`src/rtl/riscv_pkg.sv`:
```
// Shared RV32I datapath constants: widths and ALU opcodes.
package riscv_pkg;

  localparam int unsigned XLEN      = 32;
  localparam int unsigned REG_IDX_W = 5;

  localparam logic [3:0] ALU_AND = 4'b0000;
  localparam logic [3:0] ALU_OR  = 4'b0001;
  localparam logic [3:0] ALU_ADD = 4'b0010;
  localparam logic [3:0] ALU_SUB = 4'b0110;

  // A flushed slot carries a harmless add of zeros.
  localparam logic [3:0] ALU_BUBBLE = ALU_ADD;

endpackage

```
`src/rtl/operand_stage_if.sv`:
```
// Decode, write-back and ID/EX operand bundle between decode/hazard logic and the operand stage.
interface operand_stage_if
  import riscv_pkg::*;
#(
  parameter int unsigned XLEN = 32
);

  logic                 valid_in;
  logic [REG_IDX_W-1:0] rs1;
  logic [REG_IDX_W-1:0] rs2;
  logic [XLEN-1:0]      imm;
  logic                 alu_src;
  logic [3:0]           alu_control_in;
  logic [REG_IDX_W-1:0] rd_in;
  logic                 reg_write_in;
  logic                 stall;
  logic                 flush;
  logic                 wb_we;
  logic [REG_IDX_W-1:0] wb_rd;
  logic [XLEN-1:0]      wb_data;

  logic [XLEN-1:0]      a;
  logic [XLEN-1:0]      b;
  logic [3:0]           ALUControl;
  logic [XLEN-1:0]      store_data;
  logic [REG_IDX_W-1:0] rd_out;
  logic                 reg_write_out;
  logic                 valid_out;

  modport master (
    output valid_in, rs1, rs2, imm, alu_src, alu_control_in, rd_in, reg_write_in,
    output stall, flush, wb_we, wb_rd, wb_data,
    input  a, b, ALUControl, store_data, rd_out, reg_write_out, valid_out
  );

  modport slave (
    input  valid_in, rs1, rs2, imm, alu_src, alu_control_in, rd_in, reg_write_in,
    input  stall, flush, wb_we, wb_rd, wb_data,
    output a, b, ALUControl, store_data, rd_out, reg_write_out, valid_out
  );

endinterface

```
`src/rtl/reg_file.sv`:
```
// Architectural register file: two combinational read ports, one write port,
// hard-wired x0 and write-first bypass from the write port.
module reg_file
  import riscv_pkg::*;
#(
  parameter int unsigned XLEN  = 32,
  parameter int unsigned NREGS = 32
) (
  input  logic                 clk,
  input  logic                 reset,
  input  logic [REG_IDX_W-1:0] rs1,
  input  logic [REG_IDX_W-1:0] rs2,
  output logic [XLEN-1:0]      rs1_data,
  output logic [XLEN-1:0]      rs2_data,
  input  logic                 wb_we,
  input  logic [REG_IDX_W-1:0] wb_rd,
  input  logic [XLEN-1:0]      wb_data
);

  logic [XLEN-1:0] mem_q [NREGS];

  always_ff @(posedge clk) begin
    if (reset) begin
      for (int i = 0; i < NREGS; i++) begin
        mem_q[i] <= '0;
      end
    end else if (wb_we && (wb_rd != '0)) begin
      mem_q[wb_rd] <= wb_data;
    end
  end

  always_comb begin
    rs1_data = '0;
    rs2_data = '0;
    if (rs1 != '0) begin
      rs1_data = (wb_we && (wb_rd == rs1)) ? wb_data : mem_q[rs1];
    end
    if (rs2 != '0) begin
      rs2_data = (wb_we && (wb_rd == rs2)) ? wb_data : mem_q[rs2];
    end
  end

endmodule

```
`src/rtl/operand_stage.sv`:
```
// ID/EX operand stage: register read with bypass, operand-B select and the
// stallable/flushable pipeline register feeding the ALU.
module operand_stage
  import riscv_pkg::*;
#(
  parameter int unsigned XLEN  = 32,
  parameter int unsigned NREGS = 32
) (
  input  logic            clk,
  input  logic            reset,
  operand_stage_if.slave  bus
);

  logic [XLEN-1:0]      rs1_data;
  logic [XLEN-1:0]      rs2_data;

  logic [XLEN-1:0]      a_d, a_q;
  logic [XLEN-1:0]      b_d, b_q;
  logic [3:0]           ctrl_d, ctrl_q;
  logic [XLEN-1:0]      store_d, store_q;
  logic [REG_IDX_W-1:0] rd_d, rd_q;
  logic                 rw_d, rw_q;
  logic                 valid_d, valid_q;

  reg_file #(
    .XLEN  (XLEN),
    .NREGS (NREGS)
  ) u_reg_file (
    .clk      (clk),
    .reset    (reset),
    .rs1      (bus.rs1),
    .rs2      (bus.rs2),
    .rs1_data (rs1_data),
    .rs2_data (rs2_data),
    .wb_we    (bus.wb_we),
    .wb_rd    (bus.wb_rd),
    .wb_data  (bus.wb_data)
  );

  // Hold by default; flush overrides stall.
  always_comb begin
    a_d     = a_q;
    b_d     = b_q;
    ctrl_d  = ctrl_q;
    store_d = store_q;
    rd_d    = rd_q;
    rw_d    = rw_q;
    valid_d = valid_q;
    if (bus.flush) begin
      a_d     = '0;
      b_d     = '0;
      ctrl_d  = ALU_BUBBLE;
      store_d = '0;
      rd_d    = '0;
      rw_d    = 1'b0;
      valid_d = 1'b0;
    end else if (!bus.stall) begin
      a_d     = rs1_data;
      b_d     = bus.alu_src ? bus.imm : rs2_data;
      ctrl_d  = bus.alu_control_in;
      store_d = rs2_data;
      rd_d    = bus.rd_in;
      rw_d    = bus.reg_write_in;
      valid_d = bus.valid_in;
    end
  end

  always_ff @(posedge clk) begin
    if (reset) begin
      a_q     <= '0;
      b_q     <= '0;
      ctrl_q  <= ALU_AND;
      store_q <= '0;
      rd_q    <= '0;
      rw_q    <= 1'b0;
      valid_q <= 1'b0;
    end else begin
      a_q     <= a_d;
      b_q     <= b_d;
      ctrl_q  <= ctrl_d;
      store_q <= store_d;
      rd_q    <= rd_d;
      rw_q    <= rw_d;
      valid_q <= valid_d;
    end
  end

  assign bus.a             = a_q;
  assign bus.b             = b_q;
  assign bus.ALUControl    = ctrl_q;
  assign bus.store_data    = store_q;
  assign bus.rd_out        = rd_q;
  assign bus.reg_write_out = rw_q;
  assign bus.valid_out     = valid_q;

endmodule

```
`src/flat_wrapper.sv`:
```
// flat-port wrapper written by rule: the top's interface ports become plain ports
module operand_stage_flat import riscv_pkg::*;
#(
  parameter int unsigned XLEN  = 32,
  parameter int unsigned NREGS = 32
)
  (clk, reset, bus_valid_in, bus_rs1, bus_rs2, bus_imm, bus_alu_src, bus_alu_control_in, bus_rd_in, bus_reg_write_in, bus_stall, bus_flush, bus_wb_we, bus_wb_rd, bus_wb_data, bus_a, bus_b, bus_ALUControl, bus_store_data, bus_rd_out, bus_reg_write_out, bus_valid_out);
  operand_stage_if #(.XLEN(XLEN)) bus_i ();
  input  logic clk;
  input  logic reset;
  input wire logic [$bits(bus_i.valid_in)-1:0] bus_valid_in;
  input wire logic [$bits(bus_i.rs1)-1:0] bus_rs1;
  input wire logic [$bits(bus_i.rs2)-1:0] bus_rs2;
  input wire logic [$bits(bus_i.imm)-1:0] bus_imm;
  input wire logic [$bits(bus_i.alu_src)-1:0] bus_alu_src;
  input wire logic [$bits(bus_i.alu_control_in)-1:0] bus_alu_control_in;
  input wire logic [$bits(bus_i.rd_in)-1:0] bus_rd_in;
  input wire logic [$bits(bus_i.reg_write_in)-1:0] bus_reg_write_in;
  input wire logic [$bits(bus_i.stall)-1:0] bus_stall;
  input wire logic [$bits(bus_i.flush)-1:0] bus_flush;
  input wire logic [$bits(bus_i.wb_we)-1:0] bus_wb_we;
  input wire logic [$bits(bus_i.wb_rd)-1:0] bus_wb_rd;
  input wire logic [$bits(bus_i.wb_data)-1:0] bus_wb_data;
  output wire logic [$bits(bus_i.a)-1:0] bus_a;
  output wire logic [$bits(bus_i.b)-1:0] bus_b;
  output wire logic [$bits(bus_i.ALUControl)-1:0] bus_ALUControl;
  output wire logic [$bits(bus_i.store_data)-1:0] bus_store_data;
  output wire logic [$bits(bus_i.rd_out)-1:0] bus_rd_out;
  output wire logic [$bits(bus_i.reg_write_out)-1:0] bus_reg_write_out;
  output wire logic [$bits(bus_i.valid_out)-1:0] bus_valid_out;
  assign bus_i.valid_in = bus_valid_in;
  assign bus_i.rs1 = bus_rs1;
  assign bus_i.rs2 = bus_rs2;
  assign bus_i.imm = bus_imm;
  assign bus_i.alu_src = bus_alu_src;
  assign bus_i.alu_control_in = bus_alu_control_in;
  assign bus_i.rd_in = bus_rd_in;
  assign bus_i.reg_write_in = bus_reg_write_in;
  assign bus_i.stall = bus_stall;
  assign bus_i.flush = bus_flush;
  assign bus_i.wb_we = bus_wb_we;
  assign bus_i.wb_rd = bus_wb_rd;
  assign bus_i.wb_data = bus_wb_data;
  assign bus_a = bus_i.a;
  assign bus_b = bus_i.b;
  assign bus_ALUControl = bus_i.ALUControl;
  assign bus_store_data = bus_i.store_data;
  assign bus_rd_out = bus_i.rd_out;
  assign bus_reg_write_out = bus_i.reg_write_out;
  assign bus_valid_out = bus_i.valid_out;
  operand_stage #(.XLEN(XLEN), .NREGS(NREGS)) u_core (.clk(clk), .reset(reset), .bus(bus_i));
endmodule
```
`config.mk`:
```
export PLATFORM = sky130hd
export DESIGN_NAME = operand_stage_flat
export DESIGN_NICKNAME = d
export VERILOG_FILES = /design/src/rtl/riscv_pkg.sv /design/src/rtl/operand_stage_if.sv /design/src/rtl/reg_file.sv /design/src/rtl/operand_stage.sv /design/src/flat_wrapper.sv
export SDC_FILE = /design/constraint.sdc
export NUM_CORES = 2
export LEC_CHECK = 0
export BUFFER_PORTS_ARGS = -buffer_cell sky130_fd_sc_hd__buf_4
export CAP_MARGIN = 20
export CORE_MARGIN = 5
export CORE_UTILIZATION = 60
export CTS_CLUSTER_SIZE = 8
export DETAILED_ROUTE_END_ITERATION = 7
export PLACE_DENSITY = 0.74
export SYNTH_ARGS = -nofsm -noshare
export SYNTH_HDL_FRONTEND = slang
export SYNTH_SLANG_ARGS = --single-unit
```
`constraint.sdc`:
```
create_clock -name clk -period 2.3 [get_ports clk]
set_input_delay 0.115 -clock clk [delete_from_list [all_inputs] [get_ports clk]]
set_output_delay 0.115 -clock clk [all_outputs]
set_load 0.01 [all_outputs]
```
# Yosys cells after proc, flatten, opt, wreduce, memory -nomap -nowiden
# Memory sizes are Yosys's and may differ from the RTL's.
# Index checks and enable logic that the tools add are counted.
# Widths: inputs -> output; s select.
[totals]
ff_bits = 107
mem_bits_rw = 1024
in_bits = 96
memories = 1
[classes]
n_eq_ne = 3
muxes = 15
reduce_logical = 8
[memory_table]
columns = ["memory", "depth", "word_bits", "read_ports", "rd_ports_with_merged_regs", "wr", "line", "source"]
rows = [
  ["u_core.u_reg_file.mem_q", 32, 32, 2, 0, 32, "reg_file.sv:20", "logic [XLEN-1:0] mem_q [NREGS];"],
]
[ops]
columns = ["cell", "n"]
rows = [
  ["$mux 32", 6],
  ["$reduce_or 32->1", 1],
  ["$reduce_bool 5->1", 3],
  ["$eq 5x5->1", 2],
  ["$mux 1", 6],
  ["$mux 5", 1],
  ["$mux 2", 2],
  ["$logic_and 1x1->1", 3],
  ["$ne 2x1->1 const B", 1],
  ["$reduce_or 2->1", 1],
]

# Longest topological paths before layout
[depth]
depth_word = 7
depth_mapped = 9
ltp_nobuf = 5

# Modules after synthesis
# A second synthesis with hierarchy kept.
[hier_totals]
cells_unflattened = 4127
area_unflattened_um2 = 58922.8
[by_module_without_submodules]
columns = ["module", "n_inst", "cells_each", "area_each_um2", "seq_area_each_um2"]
rows = [
  ["reg_file", 1, 3740, 54722.5, 30749.5],
  ["operand_stage", 1, 387, 4200.3, 2142.1],
]

# Worst setup path after synthesis
# Ideal clock, no wire load.
[synth_path]
path_kind = "input port to flip-flop"
startpoint = "in bus_wb_rd[2]"
endpoint = "mem u_core.u_reg_file.mem_q[16][0], enable pin"
setup_ps = 330
t_arrival_ps = 1666
required_time_ps = 1970
slack_ps = 305
path_stages = 6
n_path_buf = 2
path_cell_list = "clkbuf_1 > or3_1 > nand4bb_1 > clkbuf_1 > nor2_1 > or2_2"
[synth_rtl]
columns = ["item", "line", "source"]
rows = [
  ["start, declared", "flat_wrapper.sv:22", "input wire logic [$bits(bus_i.wb_rd)-1:0] bus_wb_rd;"],
  ["end, declared", "reg_file.sv:20", ""],
]

==> out/qor.yml <==
finalNonFillerCells: 5931
cts_max_level: 4
cp.required_ns: 2.94
hold_slack_ns: 0.0925
p_total_mw: 52.2
worst-path-max-fanout: 2
grt_use_met2_pct: 59.8
clk_latency_ns: 0.76
cts_resized: 0
syn-cell-area_um2: 58500
fin_ws_ns: 0.134
fin_nets: 4651
start_kind: "flop"
hold_viol_final: 0
detailedPlace.worstSlack_ns: -0.00657
grt_max_degree: 60
io_pins: 203
holdCritPathClass: "in -> reg"
synthArstFlopShare_pct: 0
drtAntennaViolNets: 0
synth_cell_types: 48
maxSlewHeadroom_pct: 25.8
synth_top_family_by_area: "multiplexers"
track_usage_pct: 39.6
ir_drop_uv: 700
place_area_um2: 63600
overflow: 0
regArea_um2: 32900
synth-adder-area-share_pct: 0
synth_ff_type: "edfxtp_1"
rr_worst_depth: 6
layout_common_cells: "edfxtp_1, and2_1, buf_4"
cp-end-kind: "flop"
fp.dieH_um: 322
synthToLayoutAreaGrowth_pct: 18.2
cts.sinks: 1131
fin_crit_ns: 2.17
grt_pass1_wl_um: 294000
synth-xor-area-share_pct: 0.150
die_w_um: 322
layout_commonest_cell: "edfxtp_1"
use_met3_pct: 11.0
cts_max_path_buffers: 3
rsz0062_at_grt: "no"
postLayoutCellArea_um2: 69200
io_buffers: 202
dp.cells: 5566
grt.busiest_layer: "met2"
routed_via_density: 7.15
drv_slew: 0
arrival_ns: 2.80
synth_compound_area_share_pct: 6.49
yosys_warnings: 0
die-area_um2: 104000
drc: 0
drt_iter0_markers: 6703
yosysSeqAreaShare_pct: 56.2
p_leak_nw: 25.3
layout-drive-gt1-share_pct: 24.7
wl_um: 208000
min_path_cells: 4
syn_area_per_cell_um2: 14.0
tightest_slew_ns: 1.11
synth_edf_count: 1024
rows: 114
gp_congestion: 0.978
fill_cells: 6298
antenna_found_initial: 8
powerDensity_nw_per_um2: 755
holdBufCountCts: 104
grt_use_met1_pct: 50.4
multi_input_area_um2: 24100
dr.pass1.iters: 6
setup_viol: 0
clk_pin_slew_worst_paths_ns: 0.06
grt_pass1_vias: 41700
coreArea_um2: 96700
skew_ns: 0.0212
cts_tree: "built"
cts-root-buf: "clkbuf_16"
initial_core_util_pct: 60.5
vias: 42400
syn_inst: 4176
max-cap-violations: 0
setup_tns_ns: 0
synth_mux_area_share_pct: 20.3
cts_buffers: 159
max_freq_mhz: 462
crit_type: "reg -> reg"
finalCritPeriodShare_pct: 94.2
post-route-util_pct: 71.5
synth-simple-area-share_pct: 13.5
yosys_register_bits: 1131
dp_hpwl_um: 131000
status: "completed"
wl_per_cell_um: 35.1
post-cts-setup-buffers: 0
[final cells by class]
type / count / area share (%)
inverter: 4 / 0.0217
multi-input combinational: 2625 / 34.8
clock buffer: 248 / 6.39
clock inverter: 7 / 0.0923
tap: 1276 / 2.31
sequential: 1131 / 47.6
antenna: 6 / 0.0217
timing repair buffer: 634 / 8.83
[metal layers]
layer	up-vias	part of all wire, %	wire length [um]
met2	3819	45	92800
met4	6	8.5	17700
met1	21000	33	68600
met5	-	0.017	36
li1	16800	-	-
met3	830	14	29200
[power by group]
group	internal, mW	switching, mW
Clock	13.0	8.61
Combinational	2.71	3.65
Sequential	23.6	0.688
[path summary, 6_finish.rpt]
kind / startpoint / to / slack [ns]
setup reg to reg: u_core.u_reg_file.mem_q[26][9] / u_core.bus.b[9] / 0.13
setup / recovery: u_core.u_reg_file.mem_q[26][9] / u_core.bus.b[9] / 0.13
hold / removal: bus_rs1[1] / u_core.bus.a[30] / 0.09
hold reg to reg: u_core.bus.store_data[2] / u_core.bus.store_data[2] / 0.50
[synth_stat cells (43+ instances only)]
cell / number / area (um^2)
o21ai_0: 64 / 320
clkbuf_1: 323 / 1210
nand2_1: 43 / 161
mux2i_1: 388 / 3880
edfxtp_1: 1024 / 30700
and2_1: 997 / 6240
mux4_2: 354 / 7970
o22ai_1: 94 / 588
buf_2: 78 / 390
nand3_1: 82 / 410
nor2_1: 51 / 191
a22oi_1: 200 / 1500
dfxtp_1: 107 / 2140
[sequential cells by signal, summed over array words and instances (netlist names)]
name / count
u_core.bus.ALUControl: 4
u_core.bus.a: 32
u_core.bus.b: 32
u_core.bus.rd_out: 5
u_core.bus.reg_write_out: 1
u_core.bus.store_data: 32
u_core.bus.valid_out: 1
u_core.u_reg_file.mem_q: 1024
[worst max-delay path, cell delays in order (launching register included)]
cell and delay [ns]:
edfxtp_1 0.42, mux4_2 0.49, a22oi_1 0.17, buf_4 0.17
and4_1 0.19, o22ai_1 0.07, dlygate4sd3_1 0.56
[cell families after synthesis]
kind of cell / Yosys count
buffers and inverters: 451
multiplexers: 744
AO/OA/AOI/OAI: 535
XOR/XNOR: 10
AND/OR/NAND/NOR: 1304
flip-flops: 1131
other: 1
(Power assumes the default switching activity.)
